--- config.mk ---
export PLATFORM = sky130hd
export DESIGN_NAME = sr_cmd_debouncer
export DESIGN_NICKNAME = d
export VERILOG_FILES = /design/src/rtl/sr_cmd_debouncer.sv
export SDC_FILE = /design/constraint.sdc
export NUM_CORES = 1
export LEC_CHECK = 0
export CORE_MARGIN = 5
export CORE_UTILIZATION = 35
export DETAILED_ROUTE_END_ITERATION = 6
export MAX_ROUTING_LAYER = met4
export PLACE_DENSITY_LB_ADDON = 0.12
export SLEW_MARGIN = 20
export SYNTH_ARGS = -nofsm -noshare
export SYNTH_HDL_FRONTEND = slang
export SYNTH_SLANG_ARGS = --single-unit
export TNS_END_PERCENT = 1
--- constraint.sdc ---
create_clock -name clk -period 2.9 [get_ports clk]
set_input_delay 0.435 -clock clk [delete_from_list [all_inputs] [get_ports clk]]
set_output_delay 0.435 -clock clk [all_outputs]
set_load 0.02 [all_outputs]
--- src/rtl/sr_cmd_debouncer.sv ---
// sr_cmd_debouncer: sync + debounce + edge detect of set/reset/clear buttons,
// sequencing S/R/En/clear latch commands. Optional macro: SR_CMD_PENDING_EN.
module sr_cmd_debouncer #(
  parameter int DB_CYCLES = 8,
  parameter int EN_CYCLES = 2,
  parameter int CNT_W     = 8
) (
  input  logic clk,
  input  logic rst_n,
  input  logic set_btn,
  input  logic reset_btn,
  input  logic clr_btn,
  output logic S,
  output logic R,
  output logic En,
  output logic clear,
  output logic busy,
  output logic conflict
);

  localparam logic [2:0] ST_IDLE    = 3'd0;
  localparam logic [2:0] ST_SETUP   = 3'd1;
  localparam logic [2:0] ST_DRIVE   = 3'd2;
  localparam logic [2:0] ST_RELEASE = 3'd3;
  localparam logic [2:0] ST_CLR     = 3'd4;

  localparam logic [CNT_W-1:0] DB_MAX = CNT_W'(DB_CYCLES - 1);
  localparam logic [CNT_W-1:0] EN_MAX = CNT_W'(EN_CYCLES - 1);

  // bit 0 = set, bit 1 = reset, bit 2 = clear
  logic [2:0] w_raw;
  logic [2:0] r_sync1;
  logic [2:0] r_sync2;
  logic [2:0] r_level;
  logic [2:0] r_level_d;
  logic [2:0][CNT_W-1:0] r_dbcnt;
  logic [2:0] w_press;

  logic w_set_p;
  logic w_rst_p;
  logic w_clr_p;
  logic w_conf;
  logic w_cmd_req;

  logic [2:0]       r_state;
  logic [2:0]       w_state_n;
  logic [CNT_W-1:0] r_cnt;
  logic [CNT_W-1:0] w_cnt_n;
  logic             r_cmd;
  logic             w_cmd_n;
  logic             w_act_n;

`ifdef SR_CMD_PENDING_EN
  logic r_pend_v;
  logic r_pend_set;
  logic w_pend_v_n;
  logic w_pend_set_n;
`endif

  logic r_S;
  logic r_R;
  logic r_En;
  logic r_clear;
  logic r_conf;

  assign w_raw = {clr_btn, reset_btn, set_btn};

  // two-flop synchroniser for the raw buttons
  always_ff @(posedge clk) begin
    if (!rst_n) begin
      r_sync1 <= '0;
      r_sync2 <= '0;
    end else begin
      r_sync1 <= w_raw;
      r_sync2 <= r_sync1;
    end
  end

  // per-button debouncer: level flips after DB_CYCLES differing samples
  always_ff @(posedge clk) begin
    if (!rst_n) begin
      r_level <= '0;
      r_dbcnt <= '0;
    end else begin
      for (int i = 0; i < 3; i++) begin
        if (r_sync2[i] == r_level[i]) begin
          r_dbcnt[i] <= '0;
        end else if (r_dbcnt[i] == DB_MAX) begin
          r_level[i] <= ~r_level[i];
          r_dbcnt[i] <= '0;
        end else begin
          r_dbcnt[i] <= r_dbcnt[i] + CNT_W'(1);
        end
      end
    end
  end

  // delayed debounced level for rising-edge detection
  always_ff @(posedge clk) begin
    if (!rst_n) begin
      r_level_d <= '0;
    end else begin
      r_level_d <= r_level;
    end
  end

  assign w_press   = r_level & ~r_level_d;
  assign w_set_p   = w_press[0];
  assign w_rst_p   = w_press[1];
  assign w_clr_p   = w_press[2];
  assign w_conf    = w_set_p & w_rst_p;
  assign w_cmd_req = w_set_p ^ w_rst_p;

  // next-state logic; clear press overrides everything
  always_comb begin
    w_state_n = r_state;
    w_cnt_n   = r_cnt;
    w_cmd_n   = r_cmd;
`ifdef SR_CMD_PENDING_EN
    w_pend_v_n   = r_pend_v;
    w_pend_set_n = r_pend_set;
`endif
    if (w_clr_p) begin
      w_state_n = ST_CLR;
      w_cnt_n   = '0;
`ifdef SR_CMD_PENDING_EN
      w_pend_v_n = 1'b0;
`endif
    end else begin
`ifdef SR_CMD_PENDING_EN
      if (w_cmd_req && r_state != ST_IDLE && r_state != ST_CLR) begin
        w_pend_v_n   = 1'b1;
        w_pend_set_n = w_set_p;
      end
`endif
      unique case (r_state)
        ST_IDLE: begin
          if (w_cmd_req) begin
            w_state_n = ST_SETUP;
            w_cmd_n   = w_set_p;
          end
        end
        ST_SETUP: begin
          w_state_n = ST_DRIVE;
          w_cnt_n   = '0;
        end
        ST_DRIVE: begin
          if (r_cnt == EN_MAX) begin
            w_state_n = ST_RELEASE;
          end else begin
            w_cnt_n = r_cnt + CNT_W'(1);
          end
        end
        ST_RELEASE: begin
          w_state_n = ST_IDLE;
`ifdef SR_CMD_PENDING_EN
          if (w_cmd_req) begin
            w_state_n  = ST_SETUP;
            w_cmd_n    = w_set_p;
            w_pend_v_n = 1'b0;
          end else if (r_pend_v) begin
            w_state_n  = ST_SETUP;
            w_cmd_n    = r_pend_set;
            w_pend_v_n = 1'b0;
          end
`endif
        end
        ST_CLR: begin
          if (r_cnt == EN_MAX) begin
            w_state_n = ST_IDLE;
          end else begin
            w_cnt_n = r_cnt + CNT_W'(1);
          end
        end
        default: begin
          w_state_n = ST_IDLE;
        end
      endcase
    end
  end

  assign w_act_n = (w_state_n == ST_SETUP) ||
                   (w_state_n == ST_DRIVE) ||
                   (w_state_n == ST_RELEASE);

  // FSM state and outputs registered from the next state
  always_ff @(posedge clk) begin
    if (!rst_n) begin
      r_state <= ST_IDLE;
      r_cnt   <= '0;
      r_cmd   <= 1'b0;
      r_S     <= 1'b0;
      r_R     <= 1'b0;
      r_En    <= 1'b0;
      r_clear <= 1'b0;
      r_conf  <= 1'b0;
    end else begin
      r_state <= w_state_n;
      r_cnt   <= w_cnt_n;
      r_cmd   <= w_cmd_n;
      r_S     <= w_act_n & w_cmd_n;
      r_R     <= w_act_n & ~w_cmd_n;
      r_En    <= (w_state_n == ST_DRIVE);
      r_clear <= (w_state_n == ST_CLR);
      r_conf  <= w_conf;
    end
  end

`ifdef SR_CMD_PENDING_EN
  // one-deep pending command slot
  always_ff @(posedge clk) begin
    if (!rst_n) begin
      r_pend_v   <= 1'b0;
      r_pend_set <= 1'b0;
    end else begin
      r_pend_v   <= w_pend_v_n;
      r_pend_set <= w_pend_set_n;
    end
  end
`endif

  assign S        = r_S;
  assign R        = r_R;
  assign En       = r_En;
  assign clear    = r_clear;
  assign conflict = r_conf;
  assign busy     = (r_state != ST_IDLE);

endmodule

==> results.cfg, run 1 <==
[drt]
postRouteAntennaNets = 0
drt_iter0_markers = 29
viasPerCell = 4.66
wl_um = 3470
drc = 0
drt_pass1_iterations = 4
via_count = 1476
wire_per_inst_um = 11.0

[cts]
clock_latency_ns = 0.30
cts_buffer_depth = 2
cts_setup_buffers = 0
cts_tree = built
numCtsBuffers = 5
hold_buffers = 0
cts.clk_slew.worst_paths_ns = 0.09
root_buffer = clkbuf_8
cts.repair.resized = 0
htreeDepth = 2
cts_sinks = 53

[placed_design]
port_buffers = 10
dpl_cell_area_mm2 = 0.00233
gp_congestion = 0.767
dp_hpwl_um = 2480

[timing]
worst_hold_slack_ns = 0.438
final.setup.tns_ns = 0
fmax_mhz = 462
finalSetupViolCount = 0
hold_violations = 0
finClkSkew_ns = 0.00952
relSlewSlack_pct = 64.9
worstMarginPinSlew_ns = 0.523
min_period_ns = 2.16
timing.final.crit_share_pct = 74.6
maxSlewViolCount = 0
rsz0062_at_grt = no

[job]
drv_cap = 0

[setup_path]
timing.rr.end = clear$_SDFF_PN0_
worstPathMaxFanout = 13
critPathCapture = busy
r2r_start = r_cnt[0]$_SDFFE_PP0P_
cpPeakStageDelay_ns = 0.55
crit_path_start = r_state[1]$_SDFF_PN0_
path_cells = or3_1 -> clkdlybuf4s50_1
crit_required_ns = 2.47
worst_setup_path_start_kind = flip-flop
reg2reg_slack_ns = 0.98
arrival_ns = 1.73
crit_type = reg -> out
slowest_stage = clkdlybuf4s50_1
end_kind = output pin
reg2reg_depth = 5

[global_routing]
grt_max_degree = 17
grt_usage_pct = 10.2
overflow = 0
grt_pass1_wl_um = 6090
antenna_found_initial = 0
grt_pass1_vias = 1391

[run_status]
status = completed

[synth]
ys_warn_count = 0
syn_inst = 229
ys_seq_elements = 53
synth_area_mm2 = 0.00216
syn_area_per_cell_um2 = 9.42
ys_seq_area_share_pct = 49.2
synth_nets = 240
synth_cell_type_count = 34

[floorplanning]
fp-row-count = 28
die_area_mm2 = 0.00784
dieWidth_um = 88.5
dieHeight_um = 88.5
initial_core_util_pct = 36.2
io-pin-count = 11
core_area_mm2 = 0.00596

[layout]
area_growth_pct = 11.9
layout.nets = 252
antenna_cells = 0
seq_area_mm2 = 0.00106
final_layout_size_suffix_gt1_share_pct = 4.96
multi_input_area_mm2 = 0.00105
fin_area_mm2 = 0.00242
fill_cells = 630

[hold_path]
hp-class = reg -> reg

[pwr]
peakVddDrop_mv = 0.191
p_leak_nw = 0.936
p_per_area_mw_per_mm2 = 476
worst max-delay path, delay by kind of cell (launching register included):
family	cells	cell delay (ns)
buffers and inverters	1	0.55
flip-flops	1	0.45
AND/OR/NAND/NOR	1	0.44
cell usage after synthesis, drive strengths merged:
cell type | count | area, um2
dfxtp | 53 | 1060
nor2 | 30 | 113
xor2 | 18 | 158
nand2 | 14 | 52.6
nand3 | 13 | 65.1
and2 | 10 | 65.1
and3 | 8 | 50.1
mux2i | 7 | 70.1
or3 | 7 | 43.8
xnor2 | 7 | 61.3
ha | 6 | 75.1
nor3 | 6 | 30.0
inv | 5 | 18.8
nor2b | 5 | 31.3
or4 | 5 | 37.5
a21oi | 4 | 20.0
nor3b | 4 | 30.0
o21ai | 4 | 20.0
buf | 3 | 13.8
clkbuf | 3 | 12.5
o211ai | 3 | 22.5
o21a | 3 | 22.5
or2 | 3 | 18.8
nand4 | 2 | 12.5
nor4 | 2 | 18.8
and3b | 1 | 8.76
nor4b | 1 | 8.76
or2b | 1 | 7.51
or4b | 1 | 10.0
layout make-up:
cell class,instances,area share (%)
clock inverter,2,0.414
tap,75,3.88
clock buffer,6,3.00
timing repair buffer,11,4.45
multi-input combinational,165,43.6
sequential,53,43.9
inverter,5,0.777
layout by cell type (no fill, tap or decap):
cell type        count
dfxtp_1             53
nor2_1              30
xor2_1              18
nand2_1             14
nand3_1             13
clkdlybuf4s50_1     10
and3_1               8
and2_1               8
or3_1                7
xnor2_1              7
mux2i_1              7
nor3_1               6
ha_1                 6
nor2b_1              5
or4_1                5
clkbuf_8             5
inv_1                4
o21ai_0              4
nor3b_1              4
a21oi_1              4
or2_1                3
o21a_1               3
o211ai_1             3
nand4_1              2
and2_2               2
clkinv_2             2
inv_2                1
or4b_1               1
nor4_2               1
nor4b_1              1
or2b_1               1
and3b_1              1
nor4_1               1
clkbuf_1             1
buf_4                1
routing by layer:
metal	wire length [um]	up-vias	global-route usage (%)
met5	0	-	-
met4	54	0	4.53
met1	1780	662	12.9
met2	1510	16	15.2
li1	-	793	-
met3	129	5	2.79
cells by family after synthesis:
kind of cell / Yosys count / share of synthesized area (%)
simple gates: 113 / 27.9
buf+inv: 11 / 2.09
compound gates: 14 / 3.94
fa+ha+maj: 6 / 3.48
mux: 7 / 3.25
xor+xnor: 25 / 10.1
flops: 53 / 49.2
state kept, by name, indices dropped and copies added (netlist names):
| signal | count |
|---|---|
| r_sync2 | 3 |
| r_dbcnt | 24 |
| r_cnt | 8 |
| r_cmd | 1 |
| R | 1 |
| r_state | 3 |
| clear | 1 |
| S | 1 |
| conflict | 1 |
| En | 1 |
| r_level_d | 3 |
| r_level | 3 |
| r_sync1 | 3 |
how the worst min path moves through the flow:
stage                     cells past startpoint                      to                   start  slack [ns]
after floorplan                               1   r_sync2[0]$_SDFF_PN0_   r_sync1[0]$_SDFF_PN0_        0.41
after global placement                        1   r_sync2[2]$_SDFF_PN0_   r_sync1[2]$_SDFF_PN0_        0.42
after detailed placement                      1   r_sync2[0]$_SDFF_PN0_   r_sync1[0]$_SDFF_PN0_        0.42
after CTS                                     1   r_sync2[0]$_SDFF_PN0_   r_sync1[0]$_SDFF_PN0_        0.44
after global routing                          1  r_dbcnt[16]$_SDFF_PP0_  r_dbcnt[16]$_SDFF_PP0_        0.47
final                                         1   r_sync2[0]$_SDFF_PN0_   r_sync1[0]$_SDFF_PN0_        0.44
power by group:
part           switching, mW  leakage (nW)  internal (mW)
clock network          0.224        0.0450          0.168
registers            0.00224         0.428          0.732
logic                 0.0130         0.463         0.0114
stage by stage:
| stage | utilization, % | setup slack, ns | power, mW | instances |
|---|---|---|---|---|
| floorplan | - | 1.21 | 0.765 | 229 |
| global placement | 39.2 | 0.746 | 0.777 | 309 |
| detailed placement | 39.2 | 0.721 | 0.777 | 309 |
| CTS | 40.6 | 0.708 | 1.18 | 317 |
| global route | 40.6 | 0.660 | 1.21 | 317 |
| finish | 40.6 | 0.736 | 1.15 | 317 |
Note: power is estimated with default switching activity, not from simulation.
==> inputs of run 2 (changes only) <==
==> constraint.sdc (replaced) <==
create_clock -name clk -period 2.05 [get_ports clk]
set_input_delay 0.3075 -clock clk [delete_from_list [all_inputs] [get_ports clk]]
set_output_delay 0.3075 -clock clk [all_outputs]
set_load 0.02 [all_outputs]
==> results.cfg, run 2 (synthesis results as in run 1) <==
[run_status]
status = completed

[layout]
layout_common_cells = dfxtp_1, nor2_1, xor2_1, nand2_1, nand3_1
fin_area_mm2 = 0.00251
largest_register = r_dbcnt
fill_cells = 621
area_growth_pct = 16.2
final_layout_size_suffix_gt1_share_pct = 8.40
largest_reg_flops = 24
final_common_cell = dfxtp_1
layout.nets = 260
top_regs = r_dbcnt: 24 flops, r_cnt: 8 flops
antenna_cells = 0

[setup_path]
reg2reg_depth = 7
cpPeakStageDelay_ns = 0.45
r2r_start = r_cnt[1]$_SDFFE_PP0P_
crit_path_start = r_cnt[1]$_SDFFE_PP0P_
arrival_ns = 1.92
timing.rr.end = En$_SDFF_PN0_
end_kind = flip-flop
slowest_stage = or4b_1
worst_setup_path_start_kind = flip-flop
worstPathMaxFanout = 6
crit_type = reg -> reg
reg2reg_slack_ns = 0.33
path_cells = inv_1 -> ha_1 -> or4b_1 -> nor4_2 -> buf_4 -> nor3b_1 -> o21a_1
critPathCapture = En$_SDFF_PN0_
crit_required_ns = 2.25

[pwr]
peakVddDrop_mv = 0.322
p_sw_mw = 0.358
comb_power_share_pct = 2.2
p_per_area_mw_per_mm2 = 710
switching_share_pct = 20.1
pwr-share-seq_pct = 58.4
clkPwrFrac_pct = 39.4
p_int_mw = 1.42
p_leak_nw = 1.01

[timing]
finalSetupViolCount = 0
timing.final.crit_share_pct = 83.9
final.setup.tns_ns = 0
min_period_ns = 1.72
hold_violations = 0
rsz0062_at_grt = no
worst_hold_slack_ns = 0.439
finClkSkew_ns = 0.00861
fmax_mhz = 582
maxSlewViolCount = 0
worstMarginPinSlew_ns = 0.429
relSlewSlack_pct = 71.3

[floorplanning]
dieWidth_um = 88.5
dieHeight_um = 88.5
io-pin-count = 11
initial_core_util_pct = 36.2
die_area_mm2 = 0.00784
core_area_mm2 = 0.00596
fp-row-count = 28

[hold_path]
hp-class = reg -> reg

[placed_design]
dp_hpwl_um = 2580
port_buffers = 10
dpl_cell_area_mm2 = 0.00239
gp_congestion = 0.756

[drt]
drt_pass1_iterations = 4
postRouteAntennaNets = 0
wire_per_inst_um = 11.1
drc = 0
viasPerCell = 4.63
wl_um = 3620
drt_iter0_markers = 96
via_count = 1505

[global_routing]
grt_pass1_wl_um = 6570
grt_pass1_vias = 1471
grt_usage_pct = 10.9
grt_max_degree = 17
overflow = 0
antenna_found_initial = 0

[cts]
cts_setup_buffers = 0
cts_sinks = 53
cts_tree = built
cts_buffer_depth = 2
htreeDepth = 2
clock_latency_ns = 0.30
numCtsBuffers = 5
cts.clk_slew.worst_paths_ns = 0.09
root_buffer = clkbuf_8

[job]
drv_cap = 0
==> run 2: cell types whose count changed in the layout (fill, tap and decap cells not counted), sizes merged <==
cell           change
clkinv             -1
dlymetal6s2s       +1
buf                +8
bufinv             +1
clkdlybuf4s50      -1
==> run 2: cell type report <==
class | instances | area (um2) | area share (%)
multi-input cells | 165 | 1050 | 41.9
inverters | 5 | 18.8 | 0.748
well taps | 75 | 93.8 | 3.74
clock buffers | 6 | 72.6 | 2.89
clock inverters | 2 | 38.8 | 1.55
repair buffers | 19 | 170 | 6.78
flip-flops and latches | 53 | 1060 | 42.3
==> run 2: per-stage QoR <==
step                      setup WS, ns  cells  util, %  power (mW)
final                            0.330    325     42.1        1.78
after global routing             0.186    325     42.1        1.86
after CTS                       0.0324    325     42.1        1.82
after detailed placement         0.133    317     40.2        1.10
after global placement           0.149    317     40.2        1.10
after floorplan                  0.360    229        -        1.08
==> run 2: what timing repair did <==
action                     in CTS  in global routing
resized for setup               0                  2
hold buffers                    0                  0
setup endpoints to repair       0                  1
==> run 2: worst min-delay path by stage <==
stage,start,to,slack [ns],cells after the start
finish,r_sync1[0]$_SDFF_PN0_,r_sync2[0]$_SDFF_PN0_,0.44,1
detailed placement,r_sync1[2]$_SDFF_PN0_,r_sync2[2]$_SDFF_PN0_,0.42,1
floorplan,r_sync1[0]$_SDFF_PN0_,r_sync2[0]$_SDFF_PN0_,0.41,1
global placement,r_sync1[2]$_SDFF_PN0_,r_sync2[2]$_SDFF_PN0_,0.41,1
global route,r_sync1[2]$_SDFF_PN0_,r_sync2[2]$_SDFF_PN0_,0.46,1
CTS,r_sync1[0]$_SDFF_PN0_,r_sync2[0]$_SDFF_PN0_,0.44,1
==> run 2: critical path: cells and delay by family (launching register included) <==
family | cells | cell delay [ns]
simple gates | 3 | 0.70
flops | 1 | 0.37
buf+inv | 2 | 0.24
compound gates | 1 | 0.20
fa+ha+maj | 1 | 0.12
==> run 2: metal layers <==
layer  vias up  global-route usage [%]  routed length, um
met5         -                       -                  0
met4         0                    4.12                 59
met3         5                    2.89                130
met2        17                    16.3               1470
met1       671                    14.2               1960
li1        812                       -                  -
==> run 2: power by group through the flow <==
stage	logic, mW	clock network [mW]	registers, mW
2_1_floorplan	0.0203	0	1.06
3_3_place_gp	0.0410	0	1.06
3_5_place_dp	0.0406	0	1.06
4_1_cts	0.0408	0.743	1.04
5_1_grt	0.0451	0.778	1.04
6_report	0.0399	0.701	1.04
==> inputs of run 3 (changes only) <==
==> constraint.sdc (replaced) <==
create_clock -name clk -period 1.59 [get_ports clk]
set_input_delay 0.2385 -clock clk [delete_from_list [all_inputs] [get_ports clk]]
set_output_delay 0.2385 -clock clk [all_outputs]
set_load 0.02 [all_outputs]
==> results.cfg, run 3 (synthesis results as in run 1) <==
[drt]
wire_per_inst_um = 10.7
postRouteAntennaNets = 0
drt_iter0_markers = 46
wl_um = 3690
viasPerCell = 4.64
via_count = 1605
drc = 0
drt_pass1_iterations = 4

[setup_path]
end_kind = flip-flop
path_cells = inv_1 -> ha_1 -> or4b_4 -> nor4_4 -> nor3b_1 -> mux2i_1
arrival_ns = 1.84
crit_path_start = r_cnt[1]$_SDFFE_PP0P_
worstPathMaxFanout = 5
worst_setup_path_start_kind = flip-flop
slowest_stage = or4b_4
crit_required_ns = 1.77
cpPeakStageDelay_ns = 0.47
crit_type = reg -> reg
r2r_start = r_cnt[1]$_SDFFE_PP0P_

[timing]
layout_setup_ws_ns = -0.0691
finalSetupViolCount = 6
worstMarginPinSlew_ns = 0.462
relSlewSlack_pct = 69.0
finClkSkew_ns = 0.0105
worst_hold_slack_ns = 0.430
final.setup.tns_ns = -0.316
fmax_mhz = 603
rsz0062_at_grt = yes
maxSlewViolCount = 0
timing.final.crit_share_pct = 104
min_period_ns = 1.66
hold_violations = 0

[pwr]
p_sw_mw = 0.472
p_leak_nw = 1.11
peakVddDrop_mv = 0.417
comb_power_share_pct = 2.3
pwr-share-seq_pct = 58.1
clkPwrFrac_pct = 39.6
switching_share_pct = 20.4
p_per_area_mw_per_mm2 = 854
p_int_mw = 1.84

[layout]
seq_area_mm2 = 0.00106
multi_input_area_mm2 = 0.00110
final_common_cell = dfxtp_1
largest_reg_flops = 24
largest_register = r_dbcnt
fill_cells = 580
layout_common_cells = dfxtp_1, nor2_1, buf_4, xor2_1, nand2_1
final_layout_size_suffix_gt1_share_pct = 19.2
layout.nets = 281
top_regs = r_dbcnt: 24 flops, r_cnt: 8 flops
antenna_cells = 0
area_growth_pct = 25.3

[global_routing]
antenna_found_initial = 0
grt_usage_pct = 11.3
grt_pass1_vias = 1558
overflow = 0
grt_pass1_wl_um = 6780
grt_max_degree = 18

[cts]
cts_tree = built
cts_buffer_depth = 2
cts_setup_buffers = 0
cts.clk_slew.worst_paths_ns = 0.10
htreeDepth = 2
root_buffer = clkbuf_8
numCtsBuffers = 5
cts_sinks = 53
clock_latency_ns = 0.30
hold_buffers = 0

[placed_design]
gp_congestion = 0.792
dp_hpwl_um = 2750
port_buffers = 10

[job]
drv_cap = 0

[run_status]
status = complete, but fails checks
violations = negative setup slack

[floorplanning]
dieHeight_um = 88.5
die_area_mm2 = 0.00784
dieWidth_um = 88.5
initial_core_util_pct = 36.2
fp-row-count = 28
core_area_mm2 = 0.00596
io-pin-count = 11

[hold_path]
min-delay-start = r_sync1[1]$_SDFF_PN0_
hp-class = reg -> reg
## run 3: critical path, delay by kind of cell (launching register included)
| kind | cells | cell delay (ns) |
|---|---|---|
| flops | 1 | 0.32 |
| buf+inv | 1 | 0.05 |
| mux | 1 | 0.14 |
| fa+ha+maj | 1 | 0.12 |
| simple gates | 3 | 0.91 |
## run 3: worst paths after layout
kind	cells after the start	slack, ns	to
setup / recovery	6	-0.07	r_cnt[0]$_SDFFE_PP0P_
hold / removal	1	0.43	r_sync2[1]$_SDFF_PN0_
setup reg to reg	6	-0.07	r_cnt[0]$_SDFFE_PP0P_
hold reg to reg	1	0.43	r_sync2[1]$_SDFF_PN0_
## run 3: what timing repair did
item                                    CTS  global route
gates cloned                              0             0
resized for setup                         6             6
endpoints found under the setup margin    9            27
pin swaps                                 1             1
## run 3: metrics by stage
stage               power, mW  area (um2)  util [%]  setup WS (ns)  instances
finish                   2.31        2700      45.4        -0.0691        346
global route             2.43        2700      45.4         -0.183        346
CTS                      2.37        2690      45.1        -0.0976        346
detailed placement       1.43        2570      43.2         -0.243        338
global placement         1.43        2570      43.2         -0.231        338
floorplan                1.40        2180         -        -0.0210        229
## run 3: routing by layer
metal / routed length [um] / part of all wire, % / vias to the layer above / track usage (%)
met5: 0 / 0 / - / -
met4: 17 / 0.46 / 0 / 3.71
met3: 120 / 3.3 / 2 / 3.07
met2: 1760 / 48 / 14 / 18.8
met1: 1800 / 49 / 731 / 13.3
li1: - / - / 858 / -
## run 3: layout make-up
type                            count  share of cell area, %
Clock inverter                      3                   1.62
Sequential cell                    53                   39.3
Tap cell                           75                   3.47
Clock buffer                        5                   2.55
Multi-Input combinational cell    165                   40.5
Inverter                            5                  0.694
Timing Repair Buffer               40                   11.8
## run 3: power groups by stage
stage / clock network (mW) / logic (mW) / registers (mW)
finish: 0.914 / 0.0536 / 1.34
global route: 1.03 / 0.0610 / 1.34
CTS: 0.975 / 0.0551 / 1.34
detailed placement: 0 / 0.0547 / 1.37
global placement: 0 / 0.0547 / 1.37
floorplan: 0 / 0.0262 / 1.37
